==> src/rtl/uart_pkg.sv <==
// Shared types and baud-rate helpers for the UART controller.
package uart_pkg;

    typedef enum logic [1:0] {TX_IDLE, TX_START, TX_DATA, TX_STOP} tx_state_t;
    typedef enum logic [1:0] {RX_IDLE, RX_START, RX_DATA, RX_STOP} rx_state_t;

    function automatic int unsigned clks_per_bit(input int unsigned clock_rate,
                                                 input int unsigned baud_rate);
        return clock_rate / baud_rate;
    endfunction

    // Rounded to nearest so the oversample grid stays close to the true bit period.
    function automatic int unsigned oversample_div(input int unsigned clock_rate,
                                                   input int unsigned baud_rate,
                                                   input int unsigned oversample);
        int unsigned den;
        den = baud_rate * oversample;
        return (clock_rate + den / 2) / den;
    endfunction

endpackage

==> src/rtl/uart_baud_tick.sv <==
// Free-running divider that emits a one-cycle tick every DIV clocks while enabled.
module uart_baud_tick #(
    parameter int unsigned DIV = 217
) (
    input  logic clk,
    input  logic reset_n,
    input  logic enable,
    output logic tick
);

    localparam int unsigned CW = (DIV > 1) ? $clog2(DIV) : 1;
    localparam logic [CW-1:0] LAST = CW'(DIV - 1);

    logic [CW-1:0] count;

    // Holding the count at zero while disabled aligns the first tick to the enable edge.
    always_ff @(posedge clk or negedge reset_n) begin
        if (!reset_n) begin
            count <= '0;
        end else if (!enable || count == LAST) begin
            count <= '0;
        end else begin
            count <= count + CW'(1);
        end
    end

    assign tick = enable && (count == LAST);

endmodule

==> src/rtl/uart_controller.sv <==
// 8N1 UART with independent TX and oversampling RX FSMs and optional internal loopback.
module uart_controller
    import uart_pkg::*;
#(
    parameter int unsigned CLOCK_RATE    = 25000000,
    parameter int unsigned BAUD_RATE     = 115200,
    parameter int unsigned RX_OVERSAMPLE = 16,
    parameter int unsigned LOOPBACK      = 0
) (
    input  logic       clk,
    input  logic       reset_n,
    input  logic       i_Tx_Ready,
    input  logic [7:0] i_Tx_Byte,
    output logic       o_Tx_Active,
    output logic       o_Tx_Data,
    output logic       o_Tx_Done,
    input  logic       i_Rx_Data,
    output logic       o_Rx_Done,
    output logic [7:0] o_Rx_Byte
);

    localparam int unsigned CLKS_PER_BIT = clks_per_bit(CLOCK_RATE, BAUD_RATE);
    localparam int unsigned OS_DIV       = oversample_div(CLOCK_RATE, BAUD_RATE, RX_OVERSAMPLE);
    localparam int unsigned TW           = $clog2(RX_OVERSAMPLE);
    localparam logic [TW-1:0] HALF_LAST  = TW'(RX_OVERSAMPLE / 2 - 1);
    localparam logic [TW-1:0] FULL_LAST  = TW'(RX_OVERSAMPLE - 1);

    tx_state_t  tx_state;
    logic [7:0] tx_shift;
    logic [2:0] tx_bit;
    logic       tx_tick;

    rx_state_t     rx_state;
    logic          rx_in;
    logic          rx_meta;
    logic          rx_sync;
    logic          rx_prev;
    logic [TW-1:0] rx_ticks;
    logic [2:0]    rx_bit;
    logic [7:0]    rx_shift;
    logic          rx_tick;

    uart_baud_tick #(.DIV(CLKS_PER_BIT)) u_tx_tick (
        .clk     (clk),
        .reset_n (reset_n),
        .enable  (tx_state != TX_IDLE),
        .tick    (tx_tick)
    );

    uart_baud_tick #(.DIV(OS_DIV)) u_rx_tick (
        .clk     (clk),
        .reset_n (reset_n),
        .enable  (rx_state != RX_IDLE),
        .tick    (rx_tick)
    );

    // Transmitter: o_Tx_Data is registered, so each bit starts on the edge that ends the previous one.
    always_ff @(posedge clk or negedge reset_n) begin
        if (!reset_n) begin
            tx_state    <= TX_IDLE;
            tx_shift    <= '0;
            tx_bit      <= '0;
            o_Tx_Data   <= 1'b1;
            o_Tx_Active <= 1'b0;
            o_Tx_Done   <= 1'b0;
        end else begin
            o_Tx_Done <= 1'b0;
            case (tx_state)
                TX_IDLE: begin
                    if (i_Tx_Ready) begin
                        tx_shift    <= i_Tx_Byte;
                        tx_bit      <= '0;
                        o_Tx_Data   <= 1'b0;
                        o_Tx_Active <= 1'b1;
                        tx_state    <= TX_START;
                    end
                end
                TX_START: begin
                    if (tx_tick) begin
                        o_Tx_Data <= tx_shift[0];
                        tx_shift  <= {1'b0, tx_shift[7:1]};
                        tx_state  <= TX_DATA;
                    end
                end
                TX_DATA: begin
                    if (tx_tick) begin
                        if (tx_bit == 3'd7) begin
                            o_Tx_Data <= 1'b1;
                            tx_state  <= TX_STOP;
                        end else begin
                            o_Tx_Data <= tx_shift[0];
                            tx_shift  <= {1'b0, tx_shift[7:1]};
                            tx_bit    <= tx_bit + 3'd1;
                        end
                    end
                end
                TX_STOP: begin
                    if (tx_tick) begin
                        o_Tx_Active <= 1'b0;
                        o_Tx_Done   <= 1'b1;
                        tx_state    <= TX_IDLE;
                    end
                end
                default: tx_state <= TX_IDLE;
            endcase
        end
    end

    assign rx_in = (LOOPBACK != 0) ? o_Tx_Data : i_Rx_Data;

    always_ff @(posedge clk or negedge reset_n) begin
        if (!reset_n) begin
            rx_meta <= 1'b1;
            rx_sync <= 1'b1;
            rx_prev <= 1'b1;
        end else begin
            rx_meta <= rx_in;
            rx_sync <= rx_meta;
            rx_prev <= rx_sync;
        end
    end

    // Edge detection needs rx_prev high, so after a framing error the line must idle high before re-arming.
    always_ff @(posedge clk or negedge reset_n) begin
        if (!reset_n) begin
            rx_state  <= RX_IDLE;
            rx_ticks  <= '0;
            rx_bit    <= '0;
            rx_shift  <= '0;
            o_Rx_Byte <= '0;
            o_Rx_Done <= 1'b0;
        end else begin
            o_Rx_Done <= 1'b0;
            case (rx_state)
                RX_IDLE: begin
                    rx_ticks <= '0;
                    rx_bit   <= '0;
                    if (rx_prev && !rx_sync) begin
                        rx_state <= RX_START;
                    end
                end
                RX_START: begin
                    if (rx_tick) begin
                        if (rx_ticks == HALF_LAST) begin
                            rx_ticks <= '0;
                            rx_state <= rx_sync ? RX_IDLE : RX_DATA;
                        end else begin
                            rx_ticks <= rx_ticks + TW'(1);
                        end
                    end
                end
                RX_DATA: begin
                    if (rx_tick) begin
                        if (rx_ticks == FULL_LAST) begin
                            rx_ticks <= '0;
                            rx_shift <= {rx_sync, rx_shift[7:1]};
                            if (rx_bit == 3'd7) begin
                                rx_state <= RX_STOP;
                            end else begin
                                rx_bit <= rx_bit + 3'd1;
                            end
                        end else begin
                            rx_ticks <= rx_ticks + TW'(1);
                        end
                    end
                end
                RX_STOP: begin
                    if (rx_tick) begin
                        if (rx_ticks == FULL_LAST) begin
                            rx_ticks <= '0;
                            rx_state <= RX_IDLE;
                            if (rx_sync) begin
                                o_Rx_Byte <= rx_shift;
                                o_Rx_Done <= 1'b1;
                            end
                        end else begin
                            rx_ticks <= rx_ticks + TW'(1);
                        end
                    end
                end
                default: rx_state <= RX_IDLE;
            endcase
        end
    end

endmodule

==> config.mk <==
export PLATFORM = sky130hd
export DESIGN_NAME = uart_controller
export DESIGN_NICKNAME = d
export VERILOG_FILES = /design/src/rtl/uart_pkg.sv /design/src/rtl/uart_baud_tick.sv /design/src/rtl/uart_controller.sv
export SDC_FILE = /design/constraint.sdc
export NUM_CORES = 1
export LEC_CHECK = 0
export ABC_AREA = 1
export CORE_MARGIN = 2
export CORE_UTILIZATION = 61
export CTS_CLUSTER_SIZE = 28
export DETAILED_ROUTE_END_ITERATION = 8
export GPL_TIMING_DRIVEN = 0
export HOLD_SLACK_MARGIN = 0.03
export PLACE_DENSITY = 0.83
export SETUP_SLACK_MARGIN = 0.3
export SYNTH_ARGS = -nofsm -noshare
export SYNTH_HDL_FRONTEND = slang
export SYNTH_HIERARCHICAL = 1
export SYNTH_SLANG_ARGS = --single-unit
==> constraint.sdc <==
create_clock -name clk -period 3.6 [get_ports clk]
set_clock_uncertainty 0.05 [all_clocks]
set_input_delay 0.36 -clock clk [delete_from_list [all_inputs] [get_ports clk]]
set_output_delay 0.36 -clock clk [all_outputs]
set_load 0.02 [all_outputs]
==> results of run 1 <==
## registers in the layout, indices dropped and copies added, names as in the netlist, 2 cells and up, named ones only
signal / count
tx_bit: 3
u_rx_tick/count: 4
rx_shift: 8
tx_shift: 8
u_tx_tick/count: 8
rx_ticks: 4
tx_state: 2
rx_bit: 3
o_Rx_Byte: 8
## path summary, 6_finish.rpt
kind | start | end | cells past startpoint
max | flip-flop | o_Rx_Byte[7]$_DFFE_PN0P_ | 11
min | rx_meta$_DFF_PN1_ | rx_sync$_DFF_PN1_ | 0
max in group asynchronous | reset_n | rx_sync$_DFF_PN1_ | 3
max reg2reg | flip-flop | o_Rx_Byte[7]$_DFFE_PN0P_ | 11
min reg2reg | rx_meta$_DFF_PN1_ | rx_sync$_DFF_PN1_ | 0
min in group asynchronous | reset_n | rx_shift[0]$_DFFE_PN0P_ | 2
## per-layer routing
metal	track usage [%]	part of all wire (%)
met1	28.9	45
met4	11.7	1.6
met2	38.1	50
met3	4.58	2.9
met5	0	0
## metrics by stage
| step | hold slack [ns] | total power [uW] | instances | util, % | instance area, sq um |
|---|---|---|---|---|---|
| after floorplan | 0.0144 | 1430 | 335 | - | 2850 |
| after global placement | 0.296 | 1580 | 410 | 71.3 | 3150 |
| after detailed placement | 0.297 | 1620 | 411 | 71.6 | 3160 |
| after CTS | 0.309 | 2280 | 428 | 76.6 | 3380 |
| after global routing | 0.315 | 2440 | 428 | 76.6 | 3380 |
| final | 0.309 | 2270 | 428 | 76.6 | 3380 |
## cell families (layout without fill, tap and decap cells)
| logic type | count (synthesis) | count (layout) | synth area share (%) |
|---|---|---|---|
| AOI/OAI and AO/OA | 36 | 36 | 8.47 |
| xor gates and xnor gates | 4 | 4 | 1.23 |
| adders and majority gates | 14 | 14 | 6.14 |
| buffers and inverters | 48 | 89 | 7.02 |
| DFF | 57 | 57 | 50.2 |
| and+or+nand+nor | 176 | 176 | 26.9 |
## worst register-to-register path, delay by kind of cell (launching register included)
| kind | cells | cell delay (ns) |
|---|---|---|
| AOI/OAI and AO/OA | 1 | 0.05 |
| DFF | 1 | 0.39 |
| and+or+nand+nor | 5 | 0.82 |
| buffers and inverters | 5 | 0.77 |
## power by group through the flow
stage	clock, uW	sequential (uW)	combinational (uW)
floorplan	0	859	573
global placement	0	867	716
detailed placement	0	873	752
CTS	653	865	765
global route	677	882	882
finish	641	867	766
## cell usage in the layout, fill, tap and decap left out, drive strengths merged, types with 4 or more instances in the layout
master / Yosys / final
dfrtp: 53 / 53
ha: 14 / 14
a21oi: 5 / 5
buf: 4 / 6
o21ai: 28 / 28
clkdlybuf4s50: 0 / 22
dfstp: 4 / 4
clkinv: 1 / 4
inv: 43 / 43
nand2: 117 / 117
clkbuf: 0 / 10
nor2: 34 / 34
nand3: 20 / 20
## cell type report
type                    count  area [sq um]
inverters                  44           165
clock inverters             6          82.6
plain buffers               4          35.0
flip-flops and latches     57          1430
fillers                   320          1030
repair buffers             25           255
multi-input cells         230          1220
well taps                  52          65.1
clock buffers              10           128
## repair_timing
item,4_1_cts,5_1_grt
setup buffers,0,0
endpoints found under the setup margin,0,0
hold buffers,1,0
hold endpoints to repair,19,0
==> qor.yml, run 1 <==
clock_network:
  htreeDepth: 3
  numCtsBuffers: 9
  clk_pin_slew_ns: 0.06
  postCtsResizedCells: 0
  cts_buffer_depth: 2
  clock_sinks: 57
  cts-root-buf: "clkbuf_8"
  cts_tree: "built"
  clkLatencyLatePin_ns: 0.33
sta:
  rsz0062_at_grt: "false"
  fin_crit_sh_pct: 61.0
  slew_headroom_pct: 67.9
  layout_setup_ws_ns: 1.40
  finalHoldViolations: 0
  min_period_ns: 2.20
  tns_ns: 0
  setup_viol: 0
  max_freq_mhz: 456
  slew_violations: 0
  worst_pin_slew_ns: 0.482
power_and_ir_drop:
  power.density_nw_per_um2: 672
  p_seq_share_pct: 38.1
  power_frac_comb_pct: 33.7
  p_leak_uw: 0.00170
  clockPowerShare_pct: 28.2
  power.share.switching_pct: 38.3
  switchingPower_uw: 871
  p_int_uw: 1400
  vdd_ir_drop_max_v: 0.000544
setup_path:
  critPathBufInv: 5
  criticalPathCategory: "flip-flop to flip-flop"
  cp.required_ns: 3.77
  path_cells: "buf_4 -> nor2_1 -> inv_1 -> inv_1 -> nor2_1 -> inv_1 -> nor2_4 -> nand4_4 -> buf_6 -> nand2_2 -> o21ai_2"
  start_kind: "flip-flop"
  critPathSlowestCell: "dfrtp_1"
  crit_fanout: 10
  crit_path_max_incr_delay_ns: 0.39
  crit_arrival_ns: 2.36
  cpMostUsedCell: "inv_1"
  r2r_slack_ns: 1.40
  crit_path_end_kind: "flip-flop"
  critPathTopFamily: "simple AND/OR/NAND/NOR gates"
grt:
  grtUsageTotal_pct: 23.1
  grt-ovfl-total: 0
  grt_start_max_net_pins: 39
  grt_pass1_wl_um: 9250
  first_global_vias: 2188
  antenna_found_initial: 0
layout:
  syn_to_final_growth_pct: 18.6
  drive_gt1_share_pct: 14.6
  layout.nets: 397
  antenna_cells: 0
floorplan:
  die_y_um: 72.4
  coreArea_sq_um: 4410
  initial_utilization_pct: 64.6
  io_pins: 24
  die-area_sq_um: 5240
  rows: 24
  die_w_um: 72.4
logic_synthesis:
  ys_ff_latch: 57
  yosysWarnings: 6
  synth_top_cell_area_share_pct: 46.5
  synth_nets: 361
  synthArstFlopShare_pct: 100
  synth_area_sq_um: 2850
  synth_top_cell_by_area: "dfrtp_1"
  synth.top_cells.by_area: "dfrtp_1 47%, nand2_1 15%, ha_1 6.1%, inv_1 5.5%, o21ai_2 4.6%"
  syn_area_per_cell_sq_um: 8.51
  ys_seq_area_share_pct: 50.2
  synth_edf_count: 0
  synthDistinctLibCells: 30
  yosys_most_used_dff: "dfrtp_1"
  synth_common_cells: "112 x nand2_1, 53 x dfrtp_1, 42 x inv_1"
  synthCells: 335
  yosysMostFrequentCell: "nand2_1"
routing:
  final_antenna_net_count: 0
  drtPass1Iterations: 4
  drtIter0Drc: 177
  drt_wl_total_um: 5220
  wl_per_cell_um: 12.2
  vias_per_cell: 5.19
  drc_errors: 0
  vias: 2220
placed_design:
  port_buffers: 23
  dp_slack_ns: 1.40
  routabilityCongestion: 0.850
  hpwl_um: 3590
status:
  status: "finished, final reports clean"
hold_path:
  hold_class: "flip-flop to flip-flop"
run:
  cap_violations: 0
No activity file was read; power rests on OpenSTA's default activity.
==> run 2: changes to the inputs <==
- CORE_UTILIZATION: 61 -> 52
- PLACE_DENSITY: 0.83 -> 0.76
- clock period: 3.6 -> 1.89 ns (I/O delays scaled with it)
==> qor.yml, run 2 (same netlist as run 1, synthesis figures left out) <==
setup_path:
  r2r-start: "u_rx_tick/count[1]$_DFF_PN0_"
  criticalPathCategory: "flip-flop to flip-flop"
  crit_arrival_ns: 1.96
  critPathTopFamily: "simple AND/OR/NAND/NOR gates"
  cp.required_ns: 2.07
  path_cells: "inv_1 -> ha_2 -> nand3_4 -> nor2_4 -> inv_2 -> nor2_4 -> nand4_4 -> buf_8 -> nand2_4 -> o21ai_2"
  r2r_slack_ns: 0.11
  crit_path_max_incr_delay_ns: 0.38
  critPathSlowestCell: "dfrtp_1"
  reg2regPathDepth: 10
  start_kind: "flip-flop"
  crit_path_end_kind: "flip-flop"
  cpMostUsedCell: "nor2_4"
  critPathBufInv: 3
  crit_fanout: 5
  r2r_end: "o_Rx_Byte[6]$_DFFE_PN0P_"
routing:
  drt_wl_total_um: 6250
  vias: 2342
  wl_per_cell_um: 13.2
  drtPass1Iterations: 4
  drc_errors: 0
  final_antenna_net_count: 0
  drtIter0Drc: 135
  vias_per_cell: 4.93
grt:
  grt_start_max_net_pins: 41
  grt-ovfl-total: 0
  first_global_vias: 2245
  grtUsageTotal_pct: 20.8
  antenna_found_initial: 0
  grt_pass1_wl_um: 9890
clock_network:
  cts-root-buf: "clkbuf_8"
  htreeDepth: 3
  cts_tree: "built"
  cts_buffer_depth: 2
  numCtsBuffers: 9
  clkLatencyLatePin_ns: 0.34
  clk_pin_slew_ns: 0.07
  clock_sinks: 57
sta:
  hold_ws_ns: 0.205
  min_period_ns: 1.78
  rsz0062_at_grt: "true"
  max_freq_mhz: 563
  fin_crit_sh_pct: 93.9
  setup_viol: 0
  slew_violations: 0
  slew_headroom_pct: 70.9
  tns_ns: 0
  finalHoldViolations: 0
  worst_pin_slew_ns: 0.436
layout:
  instances_no_fill: 475
  antenna_cells: 0
  syn_to_final_growth_pct: 38.5
  drive_gt1_share_pct: 35.8
  layout_commonest_cell: "nand2_1"
  final_cell_mix: "88 x nand2_1, 52 x dfrtp_1, 31 x inv_1"
  layout.nets: 426
floorplan:
  rows: 26
  coreArea_sq_um: 5200
  initial_utilization_pct: 54.8
  io_pins: 24
  die_w_um: 78.1
  die-area_sq_um: 6090
  die_y_um: 78.1
placed_design:
  hpwl_um: 3430
  port_buffers: 23
  routabilityCongestion: 0.820
  dp.cells: 429
run:
  cap_violations: 0
power_and_ir_drop:
  p_leak_uw: 0.00197
  total_power_uw: 5250
  vdd_ir_drop_max_v: 0.00117
  power.density_nw_per_um2: 1330
status:
  status: "finished, final reports clean"
hold_path:
  hold_end: "rx_meta$_DFF_PN1_"
  min_path_cells: 1
  hp-start: "i_Rx_Data"
  hold_class: "primary input to flip-flop"
[run 2: power breakdown]
part / internal, uW / leakage, uW / switching (uW) / total (uW)
Clock: 809 / 0.000115 / 504 / 1310
Sequential: 1460 / 0.000752 / 165 / 1620
Combinational: 852 / 0.00110 / 1460 / 2310
Total: 3120 / 0.00197 / 2130 / 5250
[run 2: worst max path at each step]
stage / from / to / slack, ns / cells past startpoint
finish: u_rx_tick/count[1]$_DFF_PN0_ / o_Rx_Byte[6]$_DFFE_PN0P_ / 0.11 / 10
global route: u_rx_tick/count[1]$_DFF_PN0_ / o_Rx_Byte[5]$_DFFE_PN0P_ / 0.02 / 10
CTS: u_rx_tick/count[1]$_DFF_PN0_ / o_Rx_Byte[5]$_DFFE_PN0P_ / 0.20 / 10
detailed placement: rx_state[0]$_DFFE_PN0P_ / o_Rx_Byte[7]$_DFFE_PN0P_ / 0.07 / 10
global placement: reset_n / tx_shift[5]$_DFFE_PN0P_ / -1.20 / 1
floorplan: u_tx_tick/count[0]$_DFF_PN0_ / tx_shift[0]$_DFFE_PN0P_ / 0.26 / 12
[run 2: area by class of cell]
class | count | area (sq um)
buffer | 4 | 46.3
clock buffer | 11 | 151
clock inverter | 5 | 77.6
fill | 347 | 1250
inverter | 44 | 171
multi-input combinational | 231 | 1460
sequential | 57 | 1430
tap | 70 | 87.6
timing repair buffer | 52 | 517
timing repair inverter | 1 | 6.26
[run 2: what timing repair did]
item,in CTS,in global routing
setup buffers,20,5
endpoints found under the hold margin,14,0
endpoints found under the setup margin,37,40
pin swaps,11,11
cloned,3,1
hold buffers,1,0
resized for setup,33,42
[run 2: worst register-to-register path, cell delays in order, from the launching register on]
cell	delay, ns
dfrtp_1	0.38
inv_1	0.07
ha_2	0.20
nand3_4	0.08
nor2_4	0.14
inv_2	0.06
nor2_4	0.17
nand4_4	0.21
buf_8	0.22
nand2_4	0.06
o21ai_2	0.04
[run 2: metal layers]
| metal | vias up | wire [um] | share of wire (%) | global-route usage, % |
|---|---|---|---|---|
| met5 | - | 0 | 0 | 0 |
| met1 | 1111 | 2820 | 45 | 26.8 |
| li1 | 1176 | - | - | - |
| met3 | 14 | 197 | 3.2 | 4.48 |
| met4 | 0 | 116 | 1.9 | 10.7 |
| met2 | 41 | 3120 | 50 | 33.3 |
[run 2: metrics by stage]
| stage | instance area [sq um] | worst slack (ns) | utilization (%) |
|---|---|---|---|
| CTS | 3760 | 0.197 | 72.2 |
| global route | 3950 | 0.0179 | 75.9 |
| finish | 3950 | 0.115 | 75.9 |
| global placement | 3240 | -1.20 | 62.2 |
| detailed placement | 3250 | 0.0662 | 62.5 |
| floorplan | 2920 | 0.260 | - |
